## src/rtl/rs_stream_sec_decoder_pkg.sv

```systemverilog
// Shared types and GF(2^W) arithmetic helpers for the streaming single-symbol-error RS decoder.
package rs_stream_pkg;

    localparam int GF_MAXW = 16;

    typedef enum logic [2:0] {
        COLLECT,
        MUL,
        INV,
        FIN,
        EMIT
    } state_e;

    typedef enum logic [1:0] {
        ST_NONE   = 2'b00,
        ST_CORR   = 2'b01,
        ST_UNCORR = 2'b10
    } status_e;

    // Operands are right-aligned in GF_MAXW bits; w selects the live field width.
    function automatic logic [GF_MAXW-1:0] gf_mul(input logic [GF_MAXW-1:0] a,
                                                  input logic [GF_MAXW-1:0] b,
                                                  input int                 w,
                                                  input logic [GF_MAXW:0]   poly);
        logic [GF_MAXW:0] p;
        logic [GF_MAXW:0] topBit;
        p      = '0;
        topBit = (GF_MAXW+1)'(1) << w;
        for (int i = GF_MAXW - 1; i >= 0; i--) begin
            if (i < w) begin
                p = p << 1;
                if ((p & topBit) != '0) p = p ^ poly;
                if (b[i]) p = p ^ {1'b0, a};
            end
        end
        return p[GF_MAXW-1:0];
    endfunction

    function automatic logic [GF_MAXW-1:0] alpha_inv(input logic [GF_MAXW:0] poly);
        return poly[GF_MAXW:1];
    endfunction

endpackage

```

## src/rtl/rs_stream_sec_decoder_if.sv

```systemverilog
// Symbol stream in/out bundle of the RS decoder; master is the deframer/sink side, slave the decoder.
interface rs_stream_sec_decoder_if #(parameter int W = 8) ();
    import rs_stream_pkg::*;

    logic          in_valid;
    logic          in_ready;
    logic [W-1:0]  in_data;
    logic          out_valid;
    logic          out_ready;
    logic [W-1:0]  out_data;
    logic          out_last;
    status_e       out_status;

    modport master (
        output in_valid, in_data, out_ready,
        input  in_ready, out_valid, out_data, out_last, out_status
    );

    modport slave (
        input  in_valid, in_data, out_ready,
        output in_ready, out_valid, out_data, out_last, out_status
    );

endinterface

```

## src/rtl/rs_stream_sec_decoder_inv.sv

```systemverilog
// Iterative GF(2^W) inverter: P^(2^W-2) built from W-1 squarings, one per cycle; inv(0)=0.
module rs_gf_inverter
    import rs_stream_pkg::*;
#(
    parameter int             W         = 8,
    parameter logic [W:0]     PRIM_POLY = 'h11D
) (
    input  logic         clk,
    input  logic         reset,
    input  logic         start_i,
    input  logic [W-1:0] p_i,
    output logic         busy_o,
    output logic         done_o,
    output logic [W-1:0] inv_o
);

    localparam int CNTW = $clog2(W) + 1;
    localparam logic [GF_MAXW:0] POLY = (GF_MAXW+1)'(PRIM_POLY);

    function automatic logic [W-1:0] mul(input logic [W-1:0] a, input logic [W-1:0] b);
        return W'(gf_mul(GF_MAXW'(a), GF_MAXW'(b), W, POLY));
    endfunction

    logic [W-1:0]    t_q, acc_q;
    logic [CNTW-1:0] cnt_q;
    logic            busy_q;
    logic            step;
    logic [W-1:0]    tCur, accCur, sq, accNext;
    logic [CNTW-1:0] cntCur;

    // The start cycle already performs the first iteration straight from p_i.
    always_comb begin
        step    = start_i | busy_q;
        tCur    = busy_q ? t_q : p_i;
        accCur  = busy_q ? acc_q : W'(1);
        cntCur  = busy_q ? cnt_q : '0;
        sq      = mul(tCur, tCur);
        accNext = mul(accCur, sq);
        done_o  = step & (cntCur == CNTW'(W - 2));
    end

    always_ff @(posedge clk) begin
        if (reset) begin
            t_q    <= '0;
            acc_q  <= '0;
            cnt_q  <= '0;
            busy_q <= 1'b0;
        end else if (step) begin
            t_q    <= sq;
            acc_q  <= accNext;
            cnt_q  <= cntCur + CNTW'(1);
            busy_q <= ~done_o;
        end
    end

    assign busy_o = busy_q;
    assign inv_o  = acc_q;

endmodule

```

## src/rtl/rs_stream_sec_decoder.sv

```systemverilog
// Streaming RS(N) single-symbol-error corrector: collect + syndromes, solve X1/Y1, replay corrected word.
module rs_stream_sec_decoder
    import rs_stream_pkg::*;
#(
    parameter int                    SYMBOL_WIDTH = 8,
    parameter int                    N            = 18,
    parameter logic [SYMBOL_WIDTH:0] PRIM_POLY    = 'h11D
) (
    input  logic                  clk,
    input  logic                  reset,
    rs_stream_sec_decoder_if.slave io
);

    localparam int W  = SYMBOL_WIDTH;
    localparam int CW = $clog2(N) + 1;
    localparam int AW = $clog2(N);
    localparam logic [GF_MAXW:0] POLY   = (GF_MAXW+1)'(PRIM_POLY);
    localparam logic [W-1:0]     ALPHA  = W'(2);
    localparam logic [W-1:0]     ALPHA2 = W'(gf_mul(GF_MAXW'(2), GF_MAXW'(2), W, POLY));
    localparam logic [W-1:0]     AINV   = W'(alpha_inv(POLY));

    if (N <= 2 || N > (1 << SYMBOL_WIDTH) - 1) begin : g_bad_n
        $error("rs_stream_sec_decoder: N must satisfy 2 < N <= 2^W-1");
    end

    function automatic logic [W-1:0] mul(input logic [W-1:0] a, input logic [W-1:0] b);
        return W'(gf_mul(GF_MAXW'(a), GF_MAXW'(b), W, POLY));
    endfunction

    state_e       state_q, state_d;
    logic [CW-1:0] k_q, k_d, rd_q, rd_d;
    logic [W-1:0] s1_q, s1_d, s2_q, s2_d, q_q, q_d, p_q, p_d;
    logic [W-1:0] x1_q, x1_d, y1_q, y1_d;
    logic         nz_q, nz_d, zz_q, zz_d, hitSeen_q, hitSeen_d;
    logic [W-1:0] wbuf_q [N];

    logic         inFire, hit, isLast, inReadyO, outValidO;
    logic         invStart, invBusy, invDone;
    logic [W-1:0] invVal;
    status_e      statusO;

    rs_gf_inverter #(.W(W), .PRIM_POLY(PRIM_POLY)) u_inv (
        .clk     (clk),
        .reset   (reset),
        .start_i (invStart),
        .p_i     (p_q),
        .busy_o  (invBusy),
        .done_o  (invDone),
        .inv_o   (invVal)
    );

    assign inFire   = (state_q == COLLECT) & io.in_valid;
    assign invStart = (state_q == INV) & ~invBusy;
    assign hit      = nz_q & (q_q == x1_q);
    assign isLast   = (rd_q == CW'(N - 1));

    always_comb begin
        state_d   = state_q;
        k_d       = k_q;
        rd_d      = rd_q;
        s1_d      = s1_q;
        s2_d      = s2_q;
        q_d       = q_q;
        p_d       = p_q;
        x1_d      = x1_q;
        y1_d      = y1_q;
        nz_d      = nz_q;
        zz_d      = zz_q;
        hitSeen_d = hitSeen_q;
        inReadyO  = 1'b0;
        outValidO = 1'b0;
        statusO   = ST_NONE;
        case (state_q)
            COLLECT: begin
                inReadyO = 1'b1;
                if (io.in_valid) begin
                    k_d  = k_q + CW'(1);
                    s1_d = mul(s1_q, ALPHA) ^ io.in_data;
                    s2_d = mul(s2_q, ALPHA2) ^ io.in_data;
                    q_d  = (k_q == '0) ? W'(1) : mul(q_q, ALPHA);
                    if (k_q == CW'(N - 1)) state_d = MUL;
                end
            end
            MUL: begin
                p_d     = mul(s1_q, s2_q);
                state_d = INV;
            end
            INV: begin
                if (invDone) state_d = FIN;
            end
            FIN: begin
                // X1 = S2/S1 and Y1 = S1^2/S2, both via the single shared 1/(S1*S2).
                x1_d    = mul(mul(s2_q, s2_q), invVal);
                y1_d    = mul(mul(mul(s1_q, s1_q), s1_q), invVal);
                nz_d    = (s1_q != '0) & (s2_q != '0);
                zz_d    = (s1_q == '0) & (s2_q == '0);
                state_d = EMIT;
            end
            EMIT: begin
                outValidO = 1'b1;
                if (isLast) begin
                    if (zz_q)                          statusO = ST_NONE;
                    else if (nz_q & (hitSeen_q | hit)) statusO = ST_CORR;
                    else                               statusO = ST_UNCORR;
                end
                if (io.out_ready) begin
                    rd_d      = rd_q + CW'(1);
                    q_d       = mul(q_q, AINV);
                    hitSeen_d = hitSeen_q | hit;
                    if (isLast) begin
                        state_d   = COLLECT;
                        k_d       = '0;
                        rd_d      = '0;
                        hitSeen_d = 1'b0;
                        s1_d      = '0;
                        s2_d      = '0;
                    end
                end
            end
            default: state_d = COLLECT;
        endcase
    end

    always_ff @(posedge clk) begin
        if (reset) begin
            state_q   <= COLLECT;
            k_q       <= '0;
            rd_q      <= '0;
            s1_q      <= '0;
            s2_q      <= '0;
            q_q       <= '0;
            p_q       <= '0;
            x1_q      <= '0;
            y1_q      <= '0;
            nz_q      <= 1'b0;
            zz_q      <= 1'b0;
            hitSeen_q <= 1'b0;
        end else begin
            state_q   <= state_d;
            k_q       <= k_d;
            rd_q      <= rd_d;
            s1_q      <= s1_d;
            s2_q      <= s2_d;
            q_q       <= q_d;
            p_q       <= p_d;
            x1_q      <= x1_d;
            y1_q      <= y1_d;
            nz_q      <= nz_d;
            zz_q      <= zz_d;
            hitSeen_q <= hitSeen_d;
        end
    end

    always_ff @(posedge clk) begin
        if (!reset && inFire) wbuf_q[k_q[AW-1:0]] <= io.in_data;
    end

    assign io.in_ready   = inReadyO;
    assign io.out_valid  = outValidO;
    assign io.out_data   = wbuf_q[rd_q[AW-1:0]] ^ (hit ? y1_q : '0);
    assign io.out_last   = outValidO & isLast;
    assign io.out_status = statusO;

endmodule
```

## src/flat_wrapper.sv

```systemverilog
// flat-port wrapper written by rule: the top's interface ports become plain ports
module rs_stream_sec_decoder_flat import rs_stream_pkg::*;
#(
    parameter int                    SYMBOL_WIDTH = 8,
    parameter int                    N            = 18,
    parameter logic [SYMBOL_WIDTH:0] PRIM_POLY    = 'h11D
)
  (clk, reset, io_in_valid, io_in_data, io_out_ready, io_in_ready, io_out_valid, io_out_data, io_out_last, io_out_status);
  rs_stream_sec_decoder_if io_i ();
  input  logic clk;
  input  logic reset;
  input wire logic [$bits(io_i.in_valid)-1:0] io_in_valid;
  input wire logic [$bits(io_i.in_data)-1:0] io_in_data;
  input wire logic [$bits(io_i.out_ready)-1:0] io_out_ready;
  output wire logic [$bits(io_i.in_ready)-1:0] io_in_ready;
  output wire logic [$bits(io_i.out_valid)-1:0] io_out_valid;
  output wire logic [$bits(io_i.out_data)-1:0] io_out_data;
  output wire logic [$bits(io_i.out_last)-1:0] io_out_last;
  output wire logic [$bits(io_i.out_status)-1:0] io_out_status;
  assign io_i.in_valid = io_in_valid;
  assign io_i.in_data = io_in_data;
  assign io_i.out_ready = io_out_ready;
  assign io_in_ready = io_i.in_ready;
  assign io_out_valid = io_i.out_valid;
  assign io_out_data = io_i.out_data;
  assign io_out_last = io_i.out_last;
  assign io_out_status = io_i.out_status;
  rs_stream_sec_decoder #(.SYMBOL_WIDTH(SYMBOL_WIDTH), .N(N), .PRIM_POLY(PRIM_POLY)) u_core (.clk(clk), .reset(reset), .io(io_i));
endmodule
```

## config.mk

```make
export PLATFORM = sky130hd
export DESIGN_NAME = rs_stream_sec_decoder_flat
export DESIGN_NICKNAME = d
export VERILOG_FILES = /design/src/rtl/rs_stream_sec_decoder_pkg.sv /design/src/rtl/rs_stream_sec_decoder_if.sv /design/src/rtl/rs_stream_sec_decoder_inv.sv /design/src/rtl/rs_stream_sec_decoder.sv /design/src/flat_wrapper.sv
export SDC_FILE = /design/constraint.sdc
export NUM_CORES = 1
export LEC_CHECK = 0
export ABC_AREA = 1
export ABC_CLOCK_PERIOD_IN_PS = 3400
export CAP_MARGIN = 10
export CORE_MARGIN = 2
export CORE_UTILIZATION = 58
export DETAILED_ROUTE_END_ITERATION = 10
export PLACE_DENSITY = 0.82
export SLEW_MARGIN = 20
export SYNTH_ARGS = -nofsm -noshare
export SYNTH_HDL_FRONTEND = slang
export SYNTH_SLANG_ARGS = --single-unit
```

## constraint.sdc

```tcl
create_clock -name clk -period 3.4 [get_ports clk]
set_input_delay 0.51 -clock clk [delete_from_list [all_inputs] [get_ports clk]]
set_output_delay 0.51 -clock clk [all_outputs]
set_load 0.01 [all_outputs]
```

; ---- Word-level counts from Yosys, hierarchy flattened
; Memory sizes are Yosys's and may differ from the RTL's. A register that Yosys moved wholly into a read port is not among the register bits.
; Index checks and enable logic that the tools add are counted.
[totals]
register_bits = 87
mem_bits_rw = 144
wordCells = 502
n_memories = 1
in_bits = 12
output_inout_bits = 13
[op_classes]
mux = 306
eq_ne = 13
addsub = 3
reduce_logical = 13
n_bitwise = 150
[memory_table]
columns = memory, words, width, read_ports, rd_ports_with_merged_regs, write_ports, line_no
row1 = u_core.wbuf_q, 18, 8, 1, 1, 1, rs_stream_sec_decoder.sv:35  ; logic [W-1:0] wbuf_q [N];
[op_table]
columns = operator, count
row1 = two-way mux 8 bit, 207
row2 = XOR 8 bit, 65
row3 = two-way mux 5 bit, 75
row4 = NOT 4 bit, 73
row5 = one-hot mux 8 bit (2 select lines), 3
row6 = two-way mux 6 bit, 4
row7 = logical NOT 8 bit, 2
row8 = nonzero test 8 bit, 2
row9 = two-way mux 3 bit, 5
row10 = one-hot mux 3 bit (5 select lines), 1
row11 = adder 6 x 1 -> 6 bit (second input constant), 2
row12 = == test 6 x 5 -> 1 bit (second input constant), 2
row13 = one-hot mux 6 bit (2 select lines), 1
row14 = bitwise AND 1 bit, 8
row15 = == test 8 bit, 1
row16 = two-way mux 2 bit, 4
row17 = != test 2 bit (second input constant), 4
row18 = == test 3 x 2 -> 1 bit (second input constant), 2
row19 = logical NOT 6 bit, 1
row20 = two-way mux 1 bit, 5
row21 = AND reduction 5 bit, 1
row22 = adder 4 x 1 -> 4 bit (second input constant), 1
row23 = == test 4 x 3 -> 1 bit (second input constant), 1
row24 = two-way mux 4 bit, 1
row25 = other kinds (12), 14

; ---- Logic depth before layout (Yosys ltp)
; Gate-level depths: netlist of run 1.
[logic_depth]
ltp_word = 131
ltp_mapped = 47
mapped_depth_nobuf = 45

; ---- Hierarchy
; A second synthesis of run 1 with hierarchy kept.
[hier_totals]
cells_unflattened = 2434
area_unflattened_um2 = 17656.9
[by_module_without_submodules]
columns = mod, seq_area_each_um2, cells_each, instances, area_per_inst_um2
row1 = rs_stream_sec_decoder, 5745.5, 1938, 1, 14844.2
row2 = rs_gf_inverter, 420.4, 496, 1, 2812.7

; ---- Worst setup path after synthesis of run 1
; OpenSTA, ideal clock, no wires.
[synth_path]
path_kind = reg-to-reg
startpoint = reg u_core.s2_q[1]
endpoint = reg u_core.x1_q[3]
stages_incl_launch_ff = 23
slack_ns = -0.405
path_buffers = 2
arrival_time_ns = 3.688
setup_ns = 0.116
required_time_ns = 3.284
period_less_slack_ns = 3.805
cell_sequence = dfxtp_1 -> clkbuf_1 -> inv_1 -> ha_1 -> xnor2_1 -> xor2_1 -> nand2_1 -> nand2_2 -> xor2_1 -> or2_2 -> and2_1 -> buf_2 -> inv_2 -> nor2_1 -> xnor2_1 -> xor2_1 -> xnor2_1 -> xor2_1 -> xnor2_1 -> xor2_1 -> nand2_1 -> o211ai_1 -> inv_1
[synth_via]
elab_chain_len = 73
word_cells_on_any_way = 85
cone_classes = mux: 59 / bitwise: 26
[synth_lines]
columns = element, line_no
row1 = from (decl), rs_stream_sec_decoder.sv:32  ; logic [W-1:0] s1_q, s1_d, s2_q, s2_d, q_q, q_d, p_q, p_d;
row2 = from (signal assigned), rs_stream_sec_decoder.sv:130  ; s2_q <= '0;
row3 = from (signal assigned), rs_stream_sec_decoder.sv:143  ; s2_q <= s2_d;
row4 = two-way mux 8 bit, rs_stream_sec_decoder_pkg.sv:33  ; if (b[i]) p = p ^ {1'b0, a};
row5 = two-way mux 8 bit, rs_stream_sec_decoder.sv:73  ; case (state_q)
row6 = NOT 4 bit (no source line), n/a
row7 = two-way mux 5 bit, rs_stream_sec_decoder_pkg.sv:32  ; if ((p & topBit) != '0) p = p ^ poly;
row8 = two-way mux 8 bit, rs_stream_sec_decoder.sv:73
row9 = XOR 8 bit, rs_stream_sec_decoder_pkg.sv:33
row10 = two-way mux 8 bit, rs_stream_sec_decoder_pkg.sv:33
row11 = two-way mux 8 bit, rs_stream_sec_decoder.sv:73
row12 = [57 not listed], n/a
row13 = XOR 8 bit, rs_stream_sec_decoder_pkg.sv:33
row14 = two-way mux 8 bit, rs_stream_sec_decoder_pkg.sv:33
row15 = two-way mux 8 bit, rs_stream_sec_decoder.sv:73
row16 = NOT 4 bit (no source line), n/a
row17 = two-way mux 5 bit, rs_stream_sec_decoder_pkg.sv:32
row18 = two-way mux 8 bit, rs_stream_sec_decoder.sv:73
row19 = XOR 8 bit, rs_stream_sec_decoder_pkg.sv:33
row20 = two-way mux 8 bit (*), rs_stream_sec_decoder_pkg.sv:33
row21 = to (signal assigned), rs_stream_sec_decoder.sv:133  ; x1_q <= '0;
row22 = to (signal assigned), rs_stream_sec_decoder.sv:146  ; x1_q <= x1_d;
row23 = to (decl), rs_stream_sec_decoder.sv:33  ; logic [W-1:0] x1_q, x1_d, y1_q, y1_d;
; Mark *: on every way between the ends. The rest lies on a longest branch, timed or not. The select of a mux whose other input is x is not followed.
; A chain may end at the register's enable or synchronous reset.

; ---- Worst setup path after layout of run 1
[layout_path]
startpoint = reg u_core.s1_q[7]
endpoint = reg u_core.y1_q[3]
[layout_via]
elab_chain_len = 111
word_cells_on_any_way = 129
cone_classes = mux: 89 / bitwise: 40
[layout_lines]
columns = element, line_no
row1 = from (decl), rs_stream_sec_decoder.sv:32
row2 = from (signal assigned), rs_stream_sec_decoder.sv:129  ; s1_q <= '0;
row3 = from (signal assigned), rs_stream_sec_decoder.sv:142  ; s1_q <= s1_d;
row4 = two-way mux 8 bit, rs_stream_sec_decoder_pkg.sv:33
row5 = two-way mux 8 bit (2 in a row), rs_stream_sec_decoder.sv:73
row6 = XOR 8 bit, rs_stream_sec_decoder_pkg.sv:33
row7 = two-way mux 8 bit, rs_stream_sec_decoder_pkg.sv:33
row8 = two-way mux 8 bit, rs_stream_sec_decoder.sv:73
row9 = two-way mux 5 bit, rs_stream_sec_decoder_pkg.sv:32
row10 = two-way mux 8 bit, rs_stream_sec_decoder.sv:73
row11 = XOR 8 bit, rs_stream_sec_decoder_pkg.sv:33
row12 = [94 not listed], n/a
row13 = XOR 8 bit, rs_stream_sec_decoder_pkg.sv:33
row14 = two-way mux 8 bit, rs_stream_sec_decoder_pkg.sv:33
row15 = two-way mux 8 bit, rs_stream_sec_decoder.sv:73
row16 = NOT 4 bit (no source line), n/a
row17 = two-way mux 5 bit, rs_stream_sec_decoder_pkg.sv:32
row18 = two-way mux 8 bit, rs_stream_sec_decoder.sv:73
row19 = XOR 8 bit, rs_stream_sec_decoder_pkg.sv:33
row20 = two-way mux 8 bit (*), rs_stream_sec_decoder_pkg.sv:33
row21 = to (signal assigned), rs_stream_sec_decoder.sv:147  ; y1_q <= y1_d;
row22 = to (decl), rs_stream_sec_decoder.sv:33
; Marks and branches as above.

==> out/qor_table.md, run 1 <==
| Step | Metric | This run |
| --- | --- | --- |
| outcome | Status | complete, but fails checks |
| outcome | Failing checks | negative setup slack |
| critical path | Arrival time reported for the critical path endpoint | 4.55 ns |
| worst hold path | Worst hold stages | 2 |
| sta | Worst-case setup margin in the final layout | -0.722 ns |
| logic synthesis | Synth Warn # | 0 |
| critical path | CP most frequent cell | sky130_fd_sc_hd__nand2_2 |
| place | Instance area after placement | 0.0190 sq mm |
| sta | Worst slew margin relative to its limit | 0.329 |
| floorplanning | Horizontal die dimension | 175 um |
| cells and area | Area growth syn-to-layout | 27.7% |
| logic synthesis | Post-synthesis register bit count | 236 |
| job | MaxCap Viol Count | 0 |
| critical path | Worst R2R Setup Slack | -0.72 ns |
| logic synthesis | Net count after synthesis | 2316 |
| cells and area | Fraction of the core area covered by cells at the end of the flow | 0.753 |
| global route | Vias in the first global route | 16100 |
| global route | Met3 track demand over resource in global routing | 0.0418 |
| global route | Global router's overall resource usage | 0.319 |
| global route | M1 GR Usage | 0.418 |
| logic synthesis | Number of cells produced by synthesis | 2287 |
| critical path | R2R cell count | 40 |
| global route | Global-route wire length before repair | 80000 um |
| worst hold path | Path category of the worst min-delay check | reg -> reg |
| logic synthesis | Leading cell type by number of instances after synthesis | sky130_fd_sc_hd__nand2_1 |
| sta | RSZ-0062 raised after global routing | true |
| clock tree | Number of buffers on the longest clock path | 3 |
| critical path | Setup CP Type | reg -> reg |
| floorplanning | Vert. Die Dim | 175 um |
| sta | Number of pins exceeding their max-slew limit in the final report | 0 |
| global route | Initial antenna violation count | 0 |
| clock tree | Clk sink count | 236 |
| power | IR drop worst, VDD | 0.419 mV |
| sta | Timing-limited maximum frequency | 0.243 GHz |
| logic synthesis | Top cell types by occurrence after synthesis | sky130_fd_sc_hd__nand2_1 (572), sky130_fd_sc_hd__nor2_1 (248), sky130_fd_sc_hd__inv_1 (211), sky130_fd_sc_hd__xor2_1 (197), sky130_fd_sc_hd__edfxtp_1 (144) |
| logic synthesis | Main synth FF type | sky130_fd_sc_hd__edfxtp_1 |
| logic synthesis | Area fraction of the dominant cell type after synthesis | 0.255 |
| routing | DRT Pass-1 Iters | 8 |
| routing | Antenna-violating nets left | 0 |
| clock tree | Latest clock arrival within the worst-skew pair | 0.56 ns |
| global route | GRT overflow | 0 |
| place | Count of input and output buffers | 24 |
| cells and area | Final standard cell area without fillers | 0.0217 sq mm |
| place | HPWL reported at the end of detailed placement | 34200 um |
| floorplanning | Die area | 0.0307 sq mm |
| critical path | Crit-path max FO | 7 |
| logic synthesis | Cell type with the largest total area after synthesis | sky130_fd_sc_hd__edfxtp_1 |
| global route | GR met2 Demand/Resource | 0.531 |
| sta | Number of endpoints failing setup at the final stage | 13 |
| place | GP Congestion | 0.961 |
| sta | Clock skew | 0.0173 ns |
| cells and area | Final net count | 2528 |
| routing | Final Routed Wirelength | 55200 um |
| global route | Global routing's busiest layer | met2 |
| logic synthesis | Mean Syn Cell Area | 7.43 sq um |
| cells and area | Fraction of layout instances using a drive strength above 1 | 0.265 |
| critical path | Worst path required time | 3.82 ns |
| clock tree | Clock Pin Slew Worst Setup and Hold Paths | 0.07 ns |
| sta | Worst Hold Margin | 0.473 ns |
| sta | Min cycle time layout | 4.12 ns |
| clock tree | Cts bufs inserted | 26 |
| cells and area | Number of diodes | 0 |
| routing | Average wire per cell in the routed design | 19.0 um |
| logic synthesis | Count of cell types in the netlist | 54 |
| sta | Slew at the pin with the worst max-slew slack | 1.00 ns |
| critical path | Critical Path Source Type | register |
| clock tree | Deepest level of the CTS H-tree | 1 |
| sta | Endpoints failing hold | 0 |
| clock tree | Hold buffers post-CTS | 0 |
| clock tree | TritonCTS clock tree | built |
| routing | Initial DRC Count | 2133 |
| routing | Residual DRC | 0 |
| routing | Via/cell ratio | 5.99 |
| power | Standby leakage power | 9.10 nW |
| cells and area | Fill cell instance count of the final layout | 1879 |
| floorplanning | Top Ports | 25 |
| critical path | Longest individual stage delay on the worst path | 0.45 ns |
| critical path | Highest-delay cell along the critical path | sky130_fd_sc_hd__dfxtp_4 |
| logic synthesis | Sequential fraction of the synthesis area | 0.363 |
| global route | Largest net degree at the start of global routing | 55 |
| logic synthesis | Post-synth EDFFs | 144 |
| logic synthesis | Synth area leaders | sky130_fd_sc_hd__edfxtp_1 (25%), sky130_fd_sc_hd__nand2_1 (13%), sky130_fd_sc_hd__dfxtp_1 (11%) |
| floorplanning | Initial Utilization | 0.590 |
| critical path | Element type at the critical path end | register |
| logic synthesis | Cell area after synthesis | 0.0170 sq mm |
| routing | Number of vias after detailed routing | 17400 |
| floorplanning | Core Area | 0.0288 sq mm |
| logic synthesis | Post-synth ARST share | 0 |
| clock tree | Root Driver | sky130_fd_sc_hd__clkbuf_16 |
| sta | Period utilisation layout | 1.21 |
| floorplanning | Placement Rows | 62 |
| power | Power density normalized to cell area | 472 mW/mm^2 |
cell families after synthesis:
logic type | after synthesis | synth area share
xor gates and xnor gates | 305 | 0.161
adders and majority gates | 17 | 0.0125
and+or+nand+nor | 1093 | 0.276
buffers and inverters | 328 | 0.0794
DFF | 236 | 0.363
AOI/OAI and AO/OA | 306 | 0.107
muxes | 2 | 0.00118
per-layer routing:
| layer | vias up | part of all wire |
|---|---|---|
| met5 | - | 0 |
| met4 | 0 | 0.052 |
| met3 | 270 | 0.11 |
| met2 | 1177 | 0.47 |
| met1 | 8136 | 0.37 |
| li1 | 7808 | - |
path summary, 6_finish.rpt:
path,start,endpoint
setup / recovery,u_core.s1_q[7]$_SDFFE_PP0P_,u_core.y1_q[3]$_SDFFE_PP0P_
hold reg to reg,u_core.hitSeen_q$_SDFFE_PP0P_,u_core.hitSeen_q$_SDFFE_PP0P_
hold / removal,u_core.hitSeen_q$_SDFFE_PP0P_,u_core.hitSeen_q$_SDFFE_PP0P_
setup reg to reg,u_core.s1_q[7]$_SDFFE_PP0P_,u_core.y1_q[3]$_SDFFE_PP0P_
metrics by stage:
stage / power (W) / cells / TNS (ns) / setup slack (ns)
after global routing: 0.0106 / 2903 / -9.51 / -0.975
after global placement: 0.00615 / 2809 / -4.01 / -0.544
after floorplan: 0.00510 / 2287 / -0.326 / -0.0949
after detailed placement: 0.00621 / 2809 / -5.48 / -0.701
final: 0.0102 / 2903 / -5.96 / -0.722
after CTS: 0.00947 / 2872 / -3.79 / -0.495
registers in the layout, indices dropped and copies added, names as in the netlist, named ones only:
name,count
u_core.hitSeen_q,1
u_core.k_q,6
u_core.nz_q,1
u_core.p_q,8
u_core.q_q,8
u_core.rd_q,6
u_core.s1_q,8
u_core.s2_q,8
u_core.state_q,3
u_core.u_inv.busy_o,1
u_core.u_inv.cnt_q,4
u_core.u_inv.inv_o,8
u_core.u_inv.t_q,8
u_core.wbuf_q,144
u_core.x1_q,8
u_core.y1_q,8
u_core.zz_q,1
cells in the final DEF (no fill, tap or decap), types with 14 or more instances in the layout:
cell,netlist,routed
sky130_fd_sc_hd__nand2_1,572,468
sky130_fd_sc_hd__nor2_1,248,231
sky130_fd_sc_hd__buf_4,4,221
sky130_fd_sc_hd__inv_1,211,195
sky130_fd_sc_hd__xor2_1,197,174
sky130_fd_sc_hd__edfxtp_1,144,144
sky130_fd_sc_hd__o21ai_0,127,122
sky130_fd_sc_hd__nand2_2,38,109
sky130_fd_sc_hd__nand3_1,143,103
sky130_fd_sc_hd__xnor2_1,100,83
sky130_fd_sc_hd__dfxtp_1,92,78
sky130_fd_sc_hd__a21oi_1,76,74
sky130_fd_sc_hd__nand3_2,11,43
sky130_fd_sc_hd__nand2_4,5,37
sky130_fd_sc_hd__inv_2,19,30
sky130_fd_sc_hd__o211ai_1,29,29
sky130_fd_sc_hd__clkbuf_16,0,29
sky130_fd_sc_hd__o221ai_1,26,26
sky130_fd_sc_hd__xor2_2,6,26
sky130_fd_sc_hd__buf_6,11,24
sky130_fd_sc_hd__nor3_1,18,17
sky130_fd_sc_hd__xnor2_2,2,17
sky130_fd_sc_hd__clkdlybuf4s50_1,0,17
sky130_fd_sc_hd__or2_2,17,15
sky130_fd_sc_hd__nor2_2,4,14
report_power, final:
group	total (W)	internal [W]	leakage [nW]	switching, W
Sequential	0.00311	0.00307	2.05	0.0000440
Combinational	0.00404	0.00166	6.60	0.00238
Clock	0.00307	0.00177	0.449	0.00130
layout make-up:
cell class | instances | area [sq um] | share of cell area
inverter | 235 | 906 | 0.0418
multi-input combinational | 1723 | 10800 | 0.498
clock inverter | 20 | 275 | 0.0127
timing repair buffer | 277 | 2350 | 0.108
tap | 384 | 480 | 0.0222
clock buffer | 28 | 668 | 0.0308
sequential | 236 | 6200 | 0.286
critical path: cells and delay by family (launching register included):
kind | cells | cell delay [ns]
simple gates | 33 | 2.80
buf+inv | 5 | 0.47
flops | 1 | 0.45
fa+ha+maj | 1 | 0.18
compound gates | 1 | 0.06
timing repair:
item	in CTS	in global routing
setup buffers	15	30
resized for setup	89	244
gates cloned	0	3
endpoints found under the setup margin	23	27
pin swaps	59	144
Power figures use the tool's default switching activity.
==> inputs of run 2 (changes only) <==
Settings changed: SKIP_CTS_REPAIR_TIMING set to 1.
==> out/qor_table.md, run 2 (same netlist as run 1, synthesis figures left out) <==
| Step | Metric | This run | Delta |
| --- | --- | --- | --- |
| outcome | Status | complete, but fails checks |  |
| outcome | Failing checks | negative setup slack |  |
| routing | Number of vias after detailed routing | 17700 | +1.8% |
| power | Standby leakage power | 9.39 nW | +3.1% |
| sta | Worst-case setup margin in the final layout | -0.856 ns | -0.134 ns |
| place | Pre-CTS setup slack | -0.701 ns | unchanged |
| worst hold path | Path category of the worst min-delay check | reg -> reg |  |
| clock tree | Root Driver | sky130_fd_sc_hd__clkbuf_16 |  |
| place | GP Congestion | 0.961 | unchanged |
| critical path | Element type at the critical path end | register |  |
| sta | Min cycle time layout | 4.26 ns | +0.134 ns |
| cells and area | Final standard cell area without fillers | 0.0226 sq mm | +4.2% |
| critical path | Worst R2R Setup Slack | -0.86 ns | -0.13 ns |
| power | Proportion of power drawn by flip-flops and latches | 0.288 | -0.016 |
| power | Internal power contribution | 0.00666 W | +2.4% |
| sta | Period utilisation layout | 1.25 | +0.0395 |
| global route | Largest net degree at the start of global routing | 55 | unchanged |
| power | Switch share | 0.383 | +0.0186 |
| sta | Number of pins exceeding their max-slew limit in the final report | 0 | unchanged |
| global route | Global router's overall resource usage | 0.311 | -0.00766 |
| sta | Worst slew margin relative to its limit | 0.319 | -0.00982 |
| clock tree | Clock Pin Slew Worst Setup and Hold Paths | 0.07 ns | about the same |
| sta | Clock skew | 0.0153 ns | -0.00206 ns |
| job | MaxCap Viol Count | 0 | unchanged |
| routing | Residual DRC | 0 | unchanged |
| sta | Setup Total Neg Slack | -7.05 ns | -1.10 ns |
| sta | Number of endpoints failing setup at the final stage | 17 | +4 |
| power | Combinational group share of total power | 0.427 | +0.032 |
| power | Total power after layout | 0.0108 W | +5.5% |
| global route | GRT overflow | 0 | unchanged |
| clock tree | Cts bufs inserted | 26 | unchanged |
| worst hold path | Worst hold stages | 2 | unchanged |
| clock tree | Deepest level of the CTS H-tree | 1 | unchanged |
| cells and area | Commonest non-fill, non-tap cell in the layout | sky130_fd_sc_hd__nand2_1 |  |
| global route | Vias in the first global route | 15800 | -1.8% |
| critical path | Highest-delay cell along the critical path | sky130_fd_sc_hd__dfxtp_4 |  |
| cells and area | Final net count | 2531 | +0.12% |
| floorplanning | Vert. Die Dim | 175 um | unchanged |
| cells and area | Fraction of layout instances using a drive strength above 1 | 0.315 | +0.0496 |
| routing | Initial DRC Count | 2403 | +13% |
| global route | Initial antenna violation count | 0 | unchanged |
| global route | Global-route wire length before repair | 78200 um | -2.2% |
| routing | Final Routed Wirelength | 57700 um | +4.5% |
| clock tree | Number of buffers on the longest clock path | 3 | unchanged |
| sta | Endpoints failing hold | 0 | unchanged |
| place | Instance area after placement | 0.0190 sq mm | unchanged |
| sta | Timing-limited maximum frequency | 0.235 GHz | -3.2% |
| place | HPWL reported at the end of detailed placement | 34200 um | unchanged |
| power | Switching Power | 0.00413 W | +11% |
| clock tree | Clk sink count | 236 | unchanged |
| cells and area | Leading cell types in the layout, fill and taps excluded | sky130_fd_sc_hd__nand2_1 (400), sky130_fd_sc_hd__nor2_1 (224), sky130_fd_sc_hd__buf_4 (214) |  |
| sta | RSZ-0062 raised after global routing | true |  |
| critical path | Crit-path max FO | 8 | +1 |
| cells and area | Number of diodes | 0 | unchanged |
| floorplanning | Top Ports | 25 | unchanged |
| routing | Antenna-violating nets left | 0 | unchanged |
| critical path | Critical Path Source Type | register |  |
| worst hold path | Worst-case hold path end point | u_core.hitSeen_q$_SDFFE_PP0P_ |  |
| floorplanning | Die area | 0.0307 sq mm | unchanged |
| routing | DRT Pass-1 Iters | 6 | -2 |
| place | Count of input and output buffers | 24 | unchanged |
| routing | Average wire per cell in the routed design | 19.9 um | +4.4% |
| power | Power density normalized to cell area | 477 mW/mm^2 | +1.2% |
| worst hold path | Hold path startpoint | u_core.hitSeen_q$_SDFFE_PP0P_ |  |
| routing | Via/cell ratio | 6.09 | +1.7% |
| critical path | Longest individual stage delay on the worst path | 0.41 ns | -0.04 ns |
| floorplanning | Core Area | 0.0288 sq mm | unchanged |
| clock tree | Latest clock arrival within the worst-skew pair | 0.56 ns | about the same |
| power | Clock power frac | 0.285 | -0.015 |
| critical path | CP most frequent cell | sky130_fd_sc_hd__nand2_4 |  |
| power | IR drop worst, VDD | 0.417 mV | -0.57% |
| cells and area | Area growth syn-to-layout | 33.1% |  |
| critical path | Worst path required time | 3.84 ns | +0.02 ns |
| critical path | Setup CP Type | reg -> reg |  |
| cells and area | Max reg flops | 144 | unchanged |
| floorplanning | Placement Rows | 62 | unchanged |
| critical path | Origin of the worst setup path | u_core.s1_q[7]$_SDFFE_PP0P_ |  |
| critical path | Capture instance of the worst register-to-register path | u_core.y1_q[4]$_SDFFE_PP0P_ |  |
| critical path | R2R cell count | 37 | -7.5% |
| floorplanning | Initial Utilization | 0.590 | unchanged |
| critical path | Reg-to-reg critical path startpoint | u_core.s1_q[7]$_SDFFE_PP0P_ |  |
| floorplanning | Horizontal die dimension | 175 um | unchanged |
| sta | Slew at the pin with the worst max-slew slack | 1.02 ns | +0.0147 ns |
| clock tree | TritonCTS clock tree | built |  |
| critical path | Arrival time reported for the critical path endpoint | 4.69 ns | +0.14 ns |
[run 2: changes by cell type in the layout (fill, tap and decap cells not counted), sizes merged]
cell	delta
buf	+3
dlygate4sd2	-2
dlymetal6s2s	+2
[run 2: per-stage QoR]
step,instances,hold slack [ns],util
final,2906,0.473,0.785
after global routing,2906,0.515,0.785
after CTS,2857,0.477,0.693
after detailed placement,2809,0.468,0.660
after global placement,2809,0.454,0.660
after floorplan,2287,0.440,-
[run 2: power groups by stage]
stage	logic, W	registers [W]	clock network, W
after CTS	0.00307	0.00310	0.00305
after global routing	0.00483	0.00311	0.00317
after detailed placement	0.00304	0.00317	0
after global placement	0.00298	0.00316	0
final	0.00461	0.00311	0.00307
after floorplan	0.00195	0.00315	0
[run 2: how the worst max path moves through the flow]
stage,endpoint,slack (ns),depth (start not counted)
global placement,u_core.y1_q[5]$_SDFFE_PP0P_,-0.54,40
finish,u_core.y1_q[4]$_SDFFE_PP0P_,-0.86,37
global route,u_core.y1_q[5]$_SDFFE_PP0P_,-1.08,37
floorplan,u_core.y1_q[5]$_SDFFE_PP0P_,-0.09,45
CTS,u_core.y1_q[5]$_SDFFE_PP0P_,-0.73,42
detailed placement,u_core.y1_q[5]$_SDFFE_PP0P_,-0.70,42
[run 2: worst max-delay path: cells and delay by family (launching register included)]
family / cells / cell delay [ns]
AOI/OAI and AO/OA: 1 / 0.20
adders and majority gates: 1 / 0.18
buffers and inverters: 4 / 0.39
and+or+nand+nor: 31 / 2.91
DFF: 1 / 0.41
[run 2: layout make-up]
type | instances | area [sq um]
multi-input cells | 1723 | 11600
flip-flops and latches | 236 | 6200
fillers | 1664 | 6180
repair buffers | 280 | 2440
inverters | 235 | 911
clock buffers | 28 | 668
well taps | 384 | 480
clock inverters | 20 | 275
[run 2: metal layers]
layer | track usage | up-vias | share of wire
met4 | 0.130 | 0 | 0.056
met3 | 0.0333 | 332 | 0.11
li1 | - | 7829 | -
met1 | 0.418 | 8301 | 0.36
met2 | 0.513 | 1238 | 0.48
met5 | 0 | - | 0
